[src/rtl/mmio_uart_tx.sv]
// rtl/mmio_uart_tx.sv - memory-mapped console UART transmitter with result flags
module mmio_uart_tx #(
    parameter logic [31:0] BASE_ADDR    = 32'h1000_0000,
    parameter int          CLKS_PER_BIT = 4,
    parameter int          FIFO_DEPTH   = 4
) (
    input  logic        clk,
    input  logic        reset,
    input  logic        MemWrite,
    input  logic [31:0] DataAdr,
    input  logic [31:0] WriteData,
    output logic [31:0] ReadData,
    output logic        tx,
    output logic        busy,
    output logic        done,
    output logic        pass
);

    localparam int PW = $clog2(FIFO_DEPTH);
    localparam int CW = PW + 1;
    localparam int BW = $clog2(CLKS_PER_BIT);

    typedef enum logic [1:0] {IDLE, START, DATA, STOP} state_t;

    logic [7:0]    mem [FIFO_DEPTH];
    logic [PW-1:0] wptr;
    logic [PW-1:0] rptr;
    logic [CW-1:0] count;
    logic [BW-1:0] baud;
    logic [2:0]    bit_idx;
    logic [7:0]    shift;
    logic [7:0]    shift_next;
    logic          ovf;
    logic          pop;
    logic          push;
    logic          tx_next;
    logic          empty;
    logic          full;
    logic          baud_last;
    logic          sel_tx;
    logic          sel_st;
    logic          sel_res;
    logic [2:0]    cnt_sat;
    state_t        state;
    state_t        state_next;

    assign sel_tx    = (DataAdr == BASE_ADDR);
    assign sel_st    = (DataAdr == BASE_ADDR + 32'd4);
    assign sel_res   = (DataAdr == BASE_ADDR + 32'd8);
    assign empty     = (count == '0);
    assign full      = (count == CW'(FIFO_DEPTH));
    assign baud_last = (baud == BW'(CLKS_PER_BIT - 1));
    // A store into a full FIFO still lands if the transmitter frees a slot the same cycle.
    assign push      = MemWrite && sel_tx && (!full || pop);
    assign busy      = (state != IDLE) || !empty;

    // FIFO pointers and occupancy; pointers wrap naturally since depth is a power of two.
    always_ff @(posedge clk or negedge reset) begin
        if (!reset) begin
            wptr  <= '0;
            rptr  <= '0;
            count <= '0;
        end else begin
            if (push) wptr <= wptr + 1'b1;
            if (pop)  rptr <= rptr + 1'b1;
            case ({push, pop})
                2'b10:   count <= count + 1'b1;
                2'b01:   count <= count - 1'b1;
                default: count <= count;
            endcase
        end
    end

    // FIFO storage; contents are meaningless while empty so it needs no reset.
    always_ff @(posedge clk) begin
        if (push) mem[wptr] <= WriteData[7:0];
    end

    // Transmitter state register.
    always_ff @(posedge clk or negedge reset) begin
        if (!reset) state <= IDLE;
        else        state <= state_next;
    end

    // Transmitter next-state: STOP chains straight into START when more bytes are queued.
    always_comb begin
        state_next = state;
        case (state)
            IDLE:    if (!empty) state_next = START;
            START:   if (baud_last) state_next = DATA;
            DATA:    if (baud_last && bit_idx == 3'd7) state_next = STOP;
            STOP:    if (baud_last) state_next = empty ? IDLE : START;
            default: state_next = IDLE;
        endcase
    end

    // Transmitter outputs: pop decision, next shift value and the bit to register onto tx.
    always_comb begin
        pop        = ((state == IDLE) || (state == STOP && baud_last)) && !empty;
        shift_next = shift;
        if (pop)
            shift_next = mem[rptr];
        else if (state == DATA && baud_last)
            shift_next = {1'b0, shift[7:1]};
        case (state_next)
            START:   tx_next = 1'b0;
            DATA:    tx_next = shift_next[0];
            default: tx_next = 1'b1;
        endcase
    end

    // Baud/bit counters, shift register and the glitch-free tx register.
    always_ff @(posedge clk or negedge reset) begin
        if (!reset) begin
            baud    <= '0;
            bit_idx <= '0;
            shift   <= '0;
            tx      <= 1'b1;
        end else begin
            if (state == IDLE || state_next != state || baud_last) baud <= '0;
            else                                                   baud <= baud + 1'b1;
            if (state != DATA) bit_idx <= '0;
            else if (baud_last) bit_idx <= bit_idx + 1'b1;
            shift <= shift_next;
            tx    <= tx_next;
        end
    end

    // Sticky overflow and result flags; an overflow in the same cycle as a clear wins.
    always_ff @(posedge clk or negedge reset) begin
        if (!reset) begin
            ovf  <= 1'b0;
            done <= 1'b0;
            pass <= 1'b0;
        end else begin
            if (MemWrite && sel_tx && full && !pop)        ovf <= 1'b1;
            else if (MemWrite && sel_st && WriteData[3])   ovf <= 1'b0;
            if (MemWrite && sel_res) begin
                done <= 1'b1;
                pass <= (WriteData == 32'd1);
            end
        end
    end

    // Status read path; only the STATUS address returns non-zero data.
    always_comb begin
        if (32'(count) > 32'd7) cnt_sat = 3'd7;
        else                    cnt_sat = 3'(count);
        ReadData = '0;
        if (sel_st) ReadData = {25'd0, cnt_sat, ovf, busy, empty, full};
    end

endmodule

[config.mk]
export PLATFORM = sky130hd
export DESIGN_NAME = mmio_uart_tx
export DESIGN_NICKNAME = d
export VERILOG_FILES = /design/src/rtl/mmio_uart_tx.sv
export SDC_FILE = /design/constraint.sdc
export NUM_CORES = 1
export LEC_CHECK = 0
export BUFFER_PORTS_ARGS = -buffer_cell sky130_fd_sc_hd__buf_2
export CAP_MARGIN = 20
export CORE_UTILIZATION = 50
export CTS_BUF_LIST = sky130_fd_sc_hd__clkbuf_2 sky130_fd_sc_hd__clkbuf_4 sky130_fd_sc_hd__clkbuf_8
export DETAILED_ROUTE_END_ITERATION = 8
export GPL_ROUTABILITY_DRIVEN = 0
export HOLD_SLACK_MARGIN = 0.02
export PLACE_DENSITY = 0.9
export SLEW_MARGIN = 5
export SYNTH_ARGS = -nofsm -noshare
export SYNTH_HDL_FRONTEND = slang
export SYNTH_SLANG_ARGS = --single-unit
[constraint.sdc]
create_clock -name clk -period 3.2 [get_ports clk]
set_input_delay 0.64 -clock clk [delete_from_list [all_inputs] [get_ports clk]]
set_output_delay 0.64 -clock clk [all_outputs]
set_load 0.03 [all_outputs]
==> flow_metrics.py, run 1 <==
metrics = {
    "run_status": {
        "status": "finished clean",
    },
    "logic_synthesis": {
        "synth_compound_area_share_pct": 3.669,
        "seq_area_frac_synth_pct": 55.63,
        "synth-simple-area-share_pct": 16.70,
        "synthMuxAreaShare_pct": 9.970,
        "synth_cell_types": 45,
        "async_reset_ff_share_pct": 44.83,
        "synth_seq_cells": 58,
        "avgSynthCellArea_sq_um": 12.77,
        "synth_xor_area_share_pct": 1.813,
        "synth_top_family_by_area": "simple AND/OR/NAND/NOR gates",
        "synthFlopType": "edfxtp_1",
        "synth_enable_flop_cells": 32,
        "synthAdderAreaFrac_pct": 3.712,
        "netlist_area_sq_mm": 0.002899,
        "synth_cells": 227,
        "yosys_warnings": 0,
    },
    "hold_path": {
        "hold_class": "in -> async",
    },
    "critical_path": {
        "worst-r2r-setup-slack_ns": 0.81,
        "cp_max_fo": 8,
        "critPathArrivalTime_ns": 2.25,
        "cpMostUsedCell": "buf_2",
        "slowest_stage": "nor4_2",
        "crit_buf_inv": 3,
        "required_ns": 2.56,
        "worstSetupPathType": "in -> out",
        "cp-start-kind": "input port",
        "worstPathCellList": "buf_2 -> nor4_1 -> nand4_1 -> nor4_2 -> buf_4 -> and3_1 -> buf_2",
        "cp_slowest_stage_delay_ns": 0.36,
        "crit_path_end_kind": "primary output",
        "crit_family": "simple AND/OR/NAND/NOR gates",
    },
    "floorplanning": {
        "die_area_sq_mm": 0.006107,
        "start_util_pct": 52.33,
        "io_pins": 103,
        "rows": 27,
        "core_sq_mm": 0.005540,
        "die_x_um": 78.15,
        "fp.dieH_um": 78.15,
    },
    "placement": {
        "hpwlAfterDp_um": 3880,
        "portBuffers": 77,
    },
    "timing": {
        "relSlewSlack_pct": 61.43,
        "worst_pin_slew_ns": 0.5785,
        "clock_skew_ns": 0.004735,
        "fmax_mhz": 346.2,
        "finalSetupViolCount": 0,
        "fin_tns_setup_ns": 0,
        "hold_slack_ns": 0.2980,
        "rsz0062_at_grt": "no",
        "finalMaxSlewViolations": 0,
        "fin_crit_sh_pct": 90.26,
        "period_needed_ns": 2.888,
        "final_hold_viol_count": 0,
    },
    "clock_tree": {
        "clk_path_buf_depth": 2,
        "clk_pin_slew_ns": 0.06,
        "post-cts-setup-buffers": 0,
        "tritoncts": "done",
        "cts.repair.resized": 0,
        "cts_root_buf": "clkbuf_8",
        "clkSinkCount": 58,
        "cts_hold_buf": 0,
        "clk_latency_ns": 0.33,
        "h-tree-depth": 3,
        "cts_buffers": 9,
    },
    "grt": {
        "grt-ovfl-total": 0,
        "grt_start_max_net_pins": 27,
        "grt_pass1_wl_um": 8404,
        "grt_pass1_vias": 1845,
        "antenna_found_initial": 0,
        "track_usage_pct": 18.77,
    },
    "power": {
        "pwr-share-comb_pct": 5.6,
        "sw_frac_of_total_pct": 19.34,
        "power_frac_seq_pct": 44.8,
        "p_sw_mw": 0.3411,
        "clkPwrFrac_pct": 49.7,
        "power_density_mw_per_mm2": 501.6,
        "peakVddDrop_mv": 0.3623,
        "p_leak_nw": 1.542,
        "internal-power_mw": 1.423,
    },
    "route": {
        "vias": 1947,
        "ant_nets": 0,
        "wl_met2_um": 2675,
        "routed_wl_um": 5199,
        "drc": 0,
        "drt-initial-drc-count": 115,
        "avgRoutedWirePerCell_um": 13.47,
        "drtPass1Iterations": 4,
        "viasPerCell": 5.044,
        "met3_length_um": 254,
        "top_layer_used": "met4",
        "wl_met1_um": 2171,
    },
    "cells_and_area": {
        "multi_input_area_sq_mm": 0.001134,
        "area_growth_pct": 21.28,
        "final_cell_mix": "77 x buf_2, 32 x edfxtp_1, 25 x conb_1, 25 x dfrtp_1, 20 x nand2_1",
        "regArea_sq_mm": 0.001613,
        "final_layout_size_suffix_gt1_share_pct": 36.31,
        "diodes": 0,
        "fin_nets": 384,
        "mostFrequentLayoutCell": "buf_2",
        "nFillCells": 418,
    },
    "job": {
        "max_cap_violations": 0,
    },
}
layer usage:
| metal | global-route usage, % | vias to the layer above |
|---|---|---|
| met5 | 0 | - |
| met4 | 8.889 | 0 |
| met3 | 5.349 | 10 |
| met2 | 31.67 | 60 |
| met1 | 22.07 | 923 |
| li1 | - | 954 |
per-stage QoR:
stage	power, mW	area [sq um]	worst slack (ns)	util, %	std cells
finish	1.764	3516	0.3117	63.46	386
global route	1.822	3516	0.2175	63.46	386
CTS	1.776	3516	0.2963	63.46	386
detailed placement	0.9028	3256	0.3045	58.76	370
global placement	0.9002	3256	0.3999	58.76	370
floorplan	0.8739	2989	0.4679	-	251
state kept, by name (all words and copies together), names as in the netlist, 2 cells and up:
signal,flops
baud,2
bit_idx,3
cnt_sat,3
mem,32
rptr,2
shift,8
state,2
wptr,2
synth_stat cells (5+ instances only):
cell,n,area share [%]
dfrtp_1,25,22
nand4_1,6,1.3
buf_4,25,6.5
inv_1,5,0.65
nor4_1,15,3.2
mux4_2,8,6.2
ha_1,7,3.0
edfxtp_1,32,33
a22oi_1,6,1.6
nor2_1,11,1.4
nand2_1,20,2.6
xnor2_1,5,1.5
mux2i_1,6,2.1
and2_1,10,2.2
cell type report:
type	count	area share (%)
multi-input cells	156	32.24
well taps	72	2.562
flip-flops and latches	58	45.87
clock buffers	10	3.737
inverters	5	0.5338
repair buffers	79	11.39
clock inverters	6	3.665
path summary, 6_finish.rpt:
check | from | to | cells past startpoint
max | DataAdr[1] | ReadData[0] | 7
min | reset | shift[7] | 1
max reg2reg | baud[0] | cnt_sat[2] | 9
min reg2reg | baud[0] | baud[0] | 1
max in group asynchronous | reset | cnt_sat[2] | 1
min in group clk | baud[0] | baud[0] | 1
power groups by stage:
stage / Combinational (mW) / Sequential (mW) / Clock, mW
finish: 0.0980 / 0.790 / 0.876
global route: 0.107 / 0.789 / 0.926
CTS: 0.0984 / 0.790 / 0.888
detailed placement: 0.0983 / 0.804 / 0
global placement: 0.0957 / 0.805 / 0
floorplan: 0.0691 / 0.805 / 0
cells by family after synthesis:
logic type / Yosys count
buf+inv: 37
fa+ha+maj: 8
simple gates: 84
flops: 58
other cells: 1
mux: 18
xor+xnor: 6
compound gates: 15
Note: power is estimated with default switching activity, not from simulation.
==> run 2: changes to the inputs <==
- ABC_AREA: default -> 1
- CAP_MARGIN: 20 -> default
- PLACE_DENSITY: 0.9 -> 0.89
==> run 2 against run 1 <==
  * The flow now finishes with violations (design-rule violations)
  * Largest cell class unchanged
  * Hold slack worse by 0.0093 ns
  * Cell area is 3.2% higher
  * Power is 12% lower
  * Combinational power is 11% higher
  * Register-to-register slack better by 0.23 ns
  * Routed wire length is 24% higher
  * Critical path depth stayed put
  * Largest power group is now sequential cells
  * Clock-buffer cell count is 1 lower
  * Highest routed layer unchanged
  * First-iteration DRC count is 31% higher
  * Global-route usage is 3.6 points higher
  * Non-clock buffer count is 2 higher
==> flow_metrics.py, run 2 <==
metrics = {
    "timing": {
        "hold_slack_ns": 0.2888,
        "fin_crit_sh_pct": 77.27,
        "rsz0062_at_grt": "no",
        "worst_pin_slew_ns": 0.5773,
        "finalSetupViolCount": 0,
        "finalMaxSlewViolations": 0,
        "clock_skew_ns": 0.007418,
        "final_hold_viol_count": 0,
        "relSlewSlack_pct": 61.51,
        "period_needed_ns": 2.473,
        "fmax_mhz": 404.4,
        "fin_tns_setup_ns": 0,
    },
    "clock_tree": {
        "cts.repair.resized": 0,
        "clk_path_buf_depth": 2,
        "cts_root_buf": "clkbuf_8",
        "post-cts-setup-buffers": 0,
        "cts_buffers": 9,
        "tritoncts": "done",
        "clkSinkCount": 58,
        "h-tree-depth": 3,
        "clk_pin_slew_ns": 0.07,
        "cts_hold_buf": 0,
        "clk_latency_ns": 0.35,
    },
    "cells_and_area": {
        "largest_register_ffs": 32,
        "final_layout_size_suffix_gt1_share_pct": 26.57,
        "area_growth_pct": 19.06,
        "top_regs": "mem: 32 flops, shift: 8 flops",
        "diodes": 0,
        "finalNonFillerCells": 504,
        "mostFrequentLayoutCell": "buf_2",
        "final_cell_mix": "77 x buf_2, 68 x nor2_1, 54 x nand2_1",
        "fin_area_sq_mm": 0.003627,
        "fin_nets": 499,
        "top_register": "mem",
    },
    "logic_synthesis": {
        "synth_xor_area_share_pct": 0.8624,
        "netlist.area_leader.share_pct": 31.54,
        "synth_most_common_cell": "nor2_1",
        "synth_area_leader_cell": "edfxtp_1",
        "async_reset_ff_share_pct": 44.83,
        "yosys_warnings": 0,
        "synth_cells": 338,
        "synth_enable_flop_cells": 32,
        "synth_seq_cells": 58,
        "synthAdderAreaFrac_pct": 3.532,
        "avgSynthCellArea_sq_um": 9.014,
        "synth_commonest_cells": "68 x nor2_1, 54 x nand2_1, 35 x inv_1",
        "netlist_area_sq_mm": 0.003047,
        "synthFlopType": "edfxtp_1",
        "netlist_top_cells_area": "edfxtp_1 32%, dfrtp_1 21%, nor2_1 8.4%, nand2_1 6.7%, buf_4 6.4%",
        "synth_top_family_by_area": "simple AND/OR/NAND/NOR gates",
        "synth-simple-area-share_pct": 22.01,
        "synthMuxAreaShare_pct": 0,
        "seq_area_frac_synth_pct": 52.94,
        "synth_cell_types": 33,
        "synth_compound_area_share_pct": 8.460,
    },
    "route": {
        "wl_met2_um": 3431,
        "drt-initial-drc-count": 151,
        "wl_met1_um": 2510,
        "vias": 2491,
        "avgRoutedWirePerCell_um": 12.80,
        "viasPerCell": 4.942,
        "met3_length_um": 416,
        "routed_wl_um": 6452,
        "top_layer_used": "met4",
        "drc": 1,
        "drtPass1Iterations": 6,
        "ant_nets": 0,
    },
    "critical_path": {
        "r2r-end": "cnt_sat[2]",
        "reg2reg_from": "baud[0]",
        "cp-start-kind": "input port",
        "required_ns": 2.56,
        "worstRegToRegCells": 13,
        "cp_max_fo": 8,
        "worst-r2r-setup-slack_ns": 1.04,
        "critPathArrivalTime_ns": 1.83,
        "worstSetupPathType": "in -> out",
        "crit_path_start": "DataAdr[15]",
        "worstSetupEndpoint": "ReadData[0]",
        "crit_path_end_kind": "primary output",
    },
    "floorplanning": {
        "fp.dieH_um": 80.06,
        "die_area_sq_mm": 0.006410,
        "start_util_pct": 51.76,
        "io_pins": 103,
        "die_x_um": 80.06,
        "rows": 28,
        "core_sq_mm": 0.005886,
    },
    "grt": {
        "grt_pass1_wl_um": 10710,
        "track_usage_pct": 22.34,
        "grt_start_max_net_pins": 27,
        "grt-ovfl-total": 0,
        "grt_pass1_vias": 2511,
        "antenna_found_initial": 0,
    },
    "run_status": {
        "violations": "design-rule violations",
        "status": "finished with violations",
    },
    "placement": {
        "hpwlAfterDp_um": 4706,
        "dpl.cell_count": 488,
        "portBuffers": 77,
        "dpl_cell_area_sq_mm": 0.003433,
    },
    "power": {
        "p_leak_nw": 1.712,
        "peakVddDrop_mv": 0.2332,
        "power_density_mw_per_mm2": 430.0,
        "power_mw": 1.560,
    },
    "hold_path": {
        "hold_class": "in -> async",
    },
    "job": {
        "max_cap_violations": 0,
    },
}
[run 2: area by class of cell]
cell class	instances	area [sq um]
inverter	40	155.1
clock inverter	7	70.07
fill	470	2258
clock buffer	9	123.9
timing repair buffer	81	415.4
sequential	58	1613
tap	75	93.84
multi-input combinational	234	1156
[run 2: per-layer routing]
metal	global-route usage (%)	vias up
li1	-	1224
met1	24.94	1137
met2	39.23	117
met3	4.886	13
met4	12.68	0
met5	0	-
[run 2: how the worst min path moves through the flow]
stage	startpoint	slack (ns)	endpoint	cells past startpoint
CTS	reset	0.31	cnt_sat[0]	1
finish	reset	0.29	cnt_sat[0]	1
detailed placement	baud[0]	0.44	baud[0]	1
global placement	baud[0]	0.43	baud[0]	1
global route	reset	0.34	rptr[0]	1
floorplan	reset	0.34	baud[0]	0
[run 2: logic make-up (layout without fill, tap and decap cells)]
group,after synthesis,after routing
other,1,25
AND/OR/NAND/NOR,155,155
buffers and inverters,70,137
XOR/XNOR,3,3
AO/OA/AOI/OAI,43,43
flip-flops,58,58
adder cells (fa/ha/maj),8,8
[run 2: worst max-delay path: stages]
cell and delay (ns):
buf_2 0.10, nor2_1 0.10, nand2_1 0.07, nor2_2 0.14, nand4_1 0.30, nor3_1 0.24, buf_2 0.23
[run 2: power breakdown]
group / leakage, nW / total [mW] / internal, mW / switching (mW)
Combinational: 1.02 / 0.109 / 0.0351 / 0.0738
Clock: 0.0889 / 0.662 / 0.356 / 0.306
Sequential: 0.600 / 0.789 / 0.789 / 0.00000000680
Total: 1.71 / 1.56 / 1.18 / 0.380
[run 2: through the flow]
step	utilization, %	setup slack, ns
floorplan	-	0.7151
global placement	58.33	0.8054
detailed placement	58.33	0.7531
CTS	61.63	0.7505
global route	61.63	0.6003
finish	61.63	0.7274
